**config.mk**
```make
export PLATFORM = sky130hd
export DESIGN_NAME = pc_seq
export DESIGN_NICKNAME = d
export VERILOG_FILES = /design/src/rtl/pc_seq.sv
export SDC_FILE = /design/constraint.sdc
export NUM_CORES = 1
export LEC_CHECK = 0
export BUFFER_PORTS_ARGS = -buffer_cell sky130_fd_sc_hd__buf_4
export CAP_MARGIN = 40
export CORE_MARGIN = 2
export CORE_UTILIZATION = 52
export CTS_CLUSTER_DIAMETER = 60
export DETAILED_ROUTE_END_ITERATION = 8
export MAX_ROUTING_LAYER = met4
export PLACE_DENSITY = 0.8
export REMOVE_ABC_BUFFERS = 1
export SYNTH_ARGS = -nofsm -noshare
export SYNTH_HDL_FRONTEND = slang
export SYNTH_SLANG_ARGS = --single-unit
```
**constraint.sdc**
```tcl
create_clock -name clk -period 2.7 [get_ports clk]
set_input_delay 0.135 -clock clk [delete_from_list [all_inputs] [get_ports clk]]
set_output_delay 0.135 -clock clk [all_outputs]
set_load 0.01 [all_outputs]
```
**src/rtl/pc_seq.sv**
```systemverilog
// Program-counter sequencer: increment, absolute/relative jump, call/return.
// Define PC_SEQ_CALLSTACK_EN to build in the return-address stack.
module pc_seq #(
    parameter int D = 12,
    parameter int STACK_DEPTH = 4,
    parameter logic [D-1:0] RESET_VEC = '0
) (
    input  logic         clk,
    input  logic         reset,
    input  logic         stall,
    input  logic         absjump_en,
    input  logic [D-1:0] target,
    input  logic         reljump_en,
    input  logic [D-1:0] offset,
    input  logic         call_en,
    input  logic         ret_en,
    output logic [D-1:0] prog_ctr,
    output logic         stack_empty,
    output logic         stack_full,
    output logic         stack_err
);

    logic [D-1:0] pc_next;
    logic [D-1:0] pc_inc;

    assign pc_inc = prog_ctr + D'(1);

`ifdef PC_SEQ_CALLSTACK_EN
    localparam int CW = $clog2(STACK_DEPTH + 1);

    logic [D-1:0]  stack [STACK_DEPTH];
    logic [CW-1:0] count;
    logic          push;
    logic          pop;
    logic          err_set;

    assign stack_empty = (count == '0);
    assign stack_full  = (count == CW'(STACK_DEPTH));

    always_comb begin
        pc_next = prog_ctr;
        push    = 1'b0;
        pop     = 1'b0;
        err_set = 1'b0;
        if (!stall) begin
            if (ret_en) begin
                if (!stack_empty) begin
                    pc_next = stack[0];
                    pop     = 1'b1;
                end else begin
                    pc_next = pc_inc;
                    err_set = 1'b1;
                end
            end else if (call_en) begin
                pc_next = target;
                push    = 1'b1;
                err_set = stack_full;
            end else if (absjump_en) begin
                pc_next = target;
            end else if (reljump_en) begin
                pc_next = prog_ctr + offset;
            end else begin
                pc_next = pc_inc;
            end
        end
    end

    always_ff @(posedge clk or negedge reset) begin
        if (!reset) begin
            prog_ctr  <= RESET_VEC;
            count     <= '0;
            stack_err <= 1'b0;
        end else begin
            prog_ctr <= pc_next;
            if (err_set)
                stack_err <= 1'b1;
            if (push && !stack_full)
                count <= count + CW'(1);
            else if (pop)
                count <= count - CW'(1);
        end
    end

    // Entry 0 is the top; a push onto a full stack shifts the oldest entry out.
    always_ff @(posedge clk) begin
        if (push) begin
            stack[0] <= pc_inc;
            for (int i = 1; i < STACK_DEPTH; i++)
                stack[i] <= stack[i-1];
        end else if (pop) begin
            for (int i = 0; i < STACK_DEPTH - 1; i++)
                stack[i] <= stack[i+1];
        end
    end
`else
    assign stack_empty = 1'b1;
    assign stack_full  = 1'b0;
    assign stack_err   = 1'b0;

    // Without a stack, a return is a plain increment and a call a plain jump.
    always_comb begin
        pc_next = prog_ctr;
        if (!stall) begin
            if (ret_en)
                pc_next = pc_inc;
            else if (call_en || absjump_en)
                pc_next = target;
            else if (reljump_en)
                pc_next = prog_ctr + offset;
            else
                pc_next = pc_inc;
        end
    end

    always_ff @(posedge clk or negedge reset) begin
        if (!reset)
            prog_ctr <= RESET_VEC;
        else
            prog_ctr <= pc_next;
    end
`endif

endmodule

```
==> flow_summary.toml <==
[outcome]
outcome = "completed"

[detailed_routing]
antenna_left = 0
firstDrtPassIters = 4
drc = 0
dr_total_vias = 1662
routed_wl_microns = 4470
wl_per_cell_microns = 17.2
viasPerCell = 6.39
drtIter0Drc = 95

[critical_path]
startpoint_type = "flop"
crit_path_end_kind = "flop"
rr_worst_depth = 9
crit_family = "adder cells"
cp.required_ns = 2.92
r2r-start = "prog_ctr[0]"
reg2reg_to = "prog_ctr[10]"
crit_slowest_cell = "dfrtp_1"
cp_slowest_stage_delay_ns = 0.49
path_cells = "ha_1 -> inv_1 -> fa_1 -> nor2b_1 -> o31a_1 -> o211a_1 -> nor3_1 -> nand3b_1 -> a21oi_1"
criticalPathCategory = "reg2reg"
ff2ff_setup_slack_ns = 0.39
crit_fanout = 6
path_buf_inv = 1
critPathArrivalTime_ns = 2.53

[cells_and_area]
top_register = "prog_ctr"
finalNetCount = 274
top_regs = "prog_ctr x12"
largest_register_ffs = 12
num_antenna_cells = 0
area_growth_pct = 25.1
fill_cells = 246
instances_no_fill = 260
layout-drive-gt1-share_pct = 26.2

[placed_design]
dpl.hpwl_microns = 3460
dp_cells = 255
io_buffers = 42
gp_congestion = 0.914

[power_and_ir_drop]
p_clk_share_pct = 16.2
comb_power_share_pct = 54.8
p_int_uw = 544
swShare_pct = 44.1
p_leak_uw = 0.000820
powerDensity_mw_per_mm2 = 529
ir_worst_vdd_mv = 0.360
p_switching_uw = 429
p_seq_share_pct = 28.9

[timing]
hold_viol_final = 0
max_freq_ghz = 0.433
grt_setup_unrepaired = "false"
period_share_pct = 85.5
drv_slew = 0
period_needed_ns = 2.31
whs_ns = 0.143
slew_headroom_pct = 66.5
worstMarginPinSlew_ns = 0.495
fin_skew_ns = 0.00482
fin_tns_setup_ns = 0
setup_viol_count_final = 0

[die]
die_h_microns = 57.2
die_w_microns = 57.2
initial_core_util_pct = 54.3
rows = 19
fp.dieArea_sq_mm = 0.00327
coreArea_sq_mm = 0.00271
io-pin-count = 46

[min_path]
min_path_cells = 3
hold_end = "prog_ctr[6]"
holdCritStartpoint = "target[6]"
hold_class = "in2reg"

[clock_network]
htree_levels = 1
cts_buffers = 3
cts_resized = 0
path_clk_slew_ns = 0.09
cts_sinks = 12
insertion_delay_ns = 0.29
cts.path.max_buffers = 2
tritoncts = "yes"
clock-root-buffer = "clkbuf_4"

[synth]
synth-async-reset-ratio_pct = 100
ys.warnings.count = 0
seq_area_frac_synth_pct = 20.4
synth-edff-count = 0
synthTopCellsByCount = "a21oi_1, nor2_1, dfrtp_1, ha_1, o21ai_0"
synth_area_leader_cell = "dfrtp_1"
netlist_area_sq_mm = 0.00147
syn_area_per_cell_sq_um = 7.83
synth_cells = 188
synth_cell_types = 53
ys_seq_elements = 12
yosys_most_used_dff = "dfrtp_1"
synth_top_cell_area_share_pct = 20.4
synthMostInstantiatedCell = "a21oi_1"
synth_area_leaders = "dfrtp_1, ha_1, a21oi_1"

[global_routing]
grtUsageTotal_pct = 30.9
overflow = 0
grt_max_degree = 23
antenna_found_initial = 0
grt_pass1_vias = 1650
grt_first_pass_wirelength_microns = 7580

[run]
drv_cap = 0
## cells in the final DEF, fill, tap and decap left out, drive strengths merged, types with 4 or more instances in the layout
| master | Yosys | final |
|---|---|---|
| buf | 5 | 43 |
| a21oi | 25 | 25 |
| o21ai | 17 | 17 |
| nor2 | 16 | 16 |
| ha | 12 | 12 |
| dfrtp | 12 | 12 |
| nand2 | 10 | 10 |
| inv | 6 | 6 |
| nand3 | 6 | 6 |
| nor3 | 6 | 6 |
| xor2 | 5 | 5 |
| xnor2 | 5 | 5 |
| o22ai | 5 | 5 |
| a221oi | 5 | 5 |
| and3 | 5 | 5 |
| or2 | 4 | 4 |
| clkbuf | 3 | 4 |
## worst max path at each step
stage / start / end / slack, ns / cells past startpoint
floorplan: prog_ctr[0] / prog_ctr[10] / 0.67 / 9
global placement: prog_ctr[0] / prog_ctr[10] / 0.60 / 9
detailed placement: prog_ctr[0] / prog_ctr[10] / 0.46 / 9
CTS: prog_ctr[0] / prog_ctr[10] / 0.42 / 9
global route: prog_ctr[0] / prog_ctr[8] / 0.28 / 9
finish: prog_ctr[0] / prog_ctr[10] / 0.39 / 9
## cell type report
class / count / area (sq um) / share of cell area, %
well taps: 31 / 38.8 / 2.11
flip-flops and latches: 12 / 300 / 16.3
inverters: 6 / 22.5 / 1.22
multi-input cells: 163 / 1110 / 60.3
repair buffers: 44 / 333 / 18.1
clock buffers: 4 / 36.3 / 1.97
## power groups by stage
stage	Sequential (uW)	Clock [uW]	Combinational (uW)
floorplan	290	0	319
global placement	280	0	506
detailed placement	284	0	525
CTS	281	162	528
global route	289	165	592
finish	282	158	534
## repair_timing
action | in CTS | in global routing
hold buffers | 1 | 0
setup buffers | 0 | 0
hold endpoints to repair | 12 | 0
## tightest hold or removal path, cell delays in order
cell     delay, ns
buf_4         0.08
a21oi_1       0.05
a21oi_1       0.13
## cells by family (layout without fill, tap and decap cells)
logic type,count (synthesis),count (layout),share of synthesized area [%]
xor gates and xnor gates,10,10,5.95
AOI/OAI and AO/OA,75,75,32.8
DFF,12,12,20.4
other,2,3,0.510
and+or+nand+nor,61,61,23.6
buffers and inverters,14,54,4.42
adders and majority gates,13,13,11.6
muxes,1,1,0.765
## stage by stage
step                      setup WS, ns  util [%]  total power (uW)  instance area, sq um
after floorplan                  0.667         -               609                  1430
after global placement           0.604      66.2               785                  1790
after detailed placement         0.455      66.2               808                  1790
after CTS                        0.424      67.9               971                  1840
after global routing             0.284      67.9              1050                  1840
final                            0.391      67.9               974                  1840
## per-layer routing
| metal | track usage (%) | routed length (microns) |
|---|---|---|
| met3 | 3.85 | 268 |
| met4 | 18.3 | 199 |
| met5 | - | 0 |
| met2 | 50.2 | 2180 |
| met1 | 36.4 | 1820 |
(Power assumes the default switching activity.)
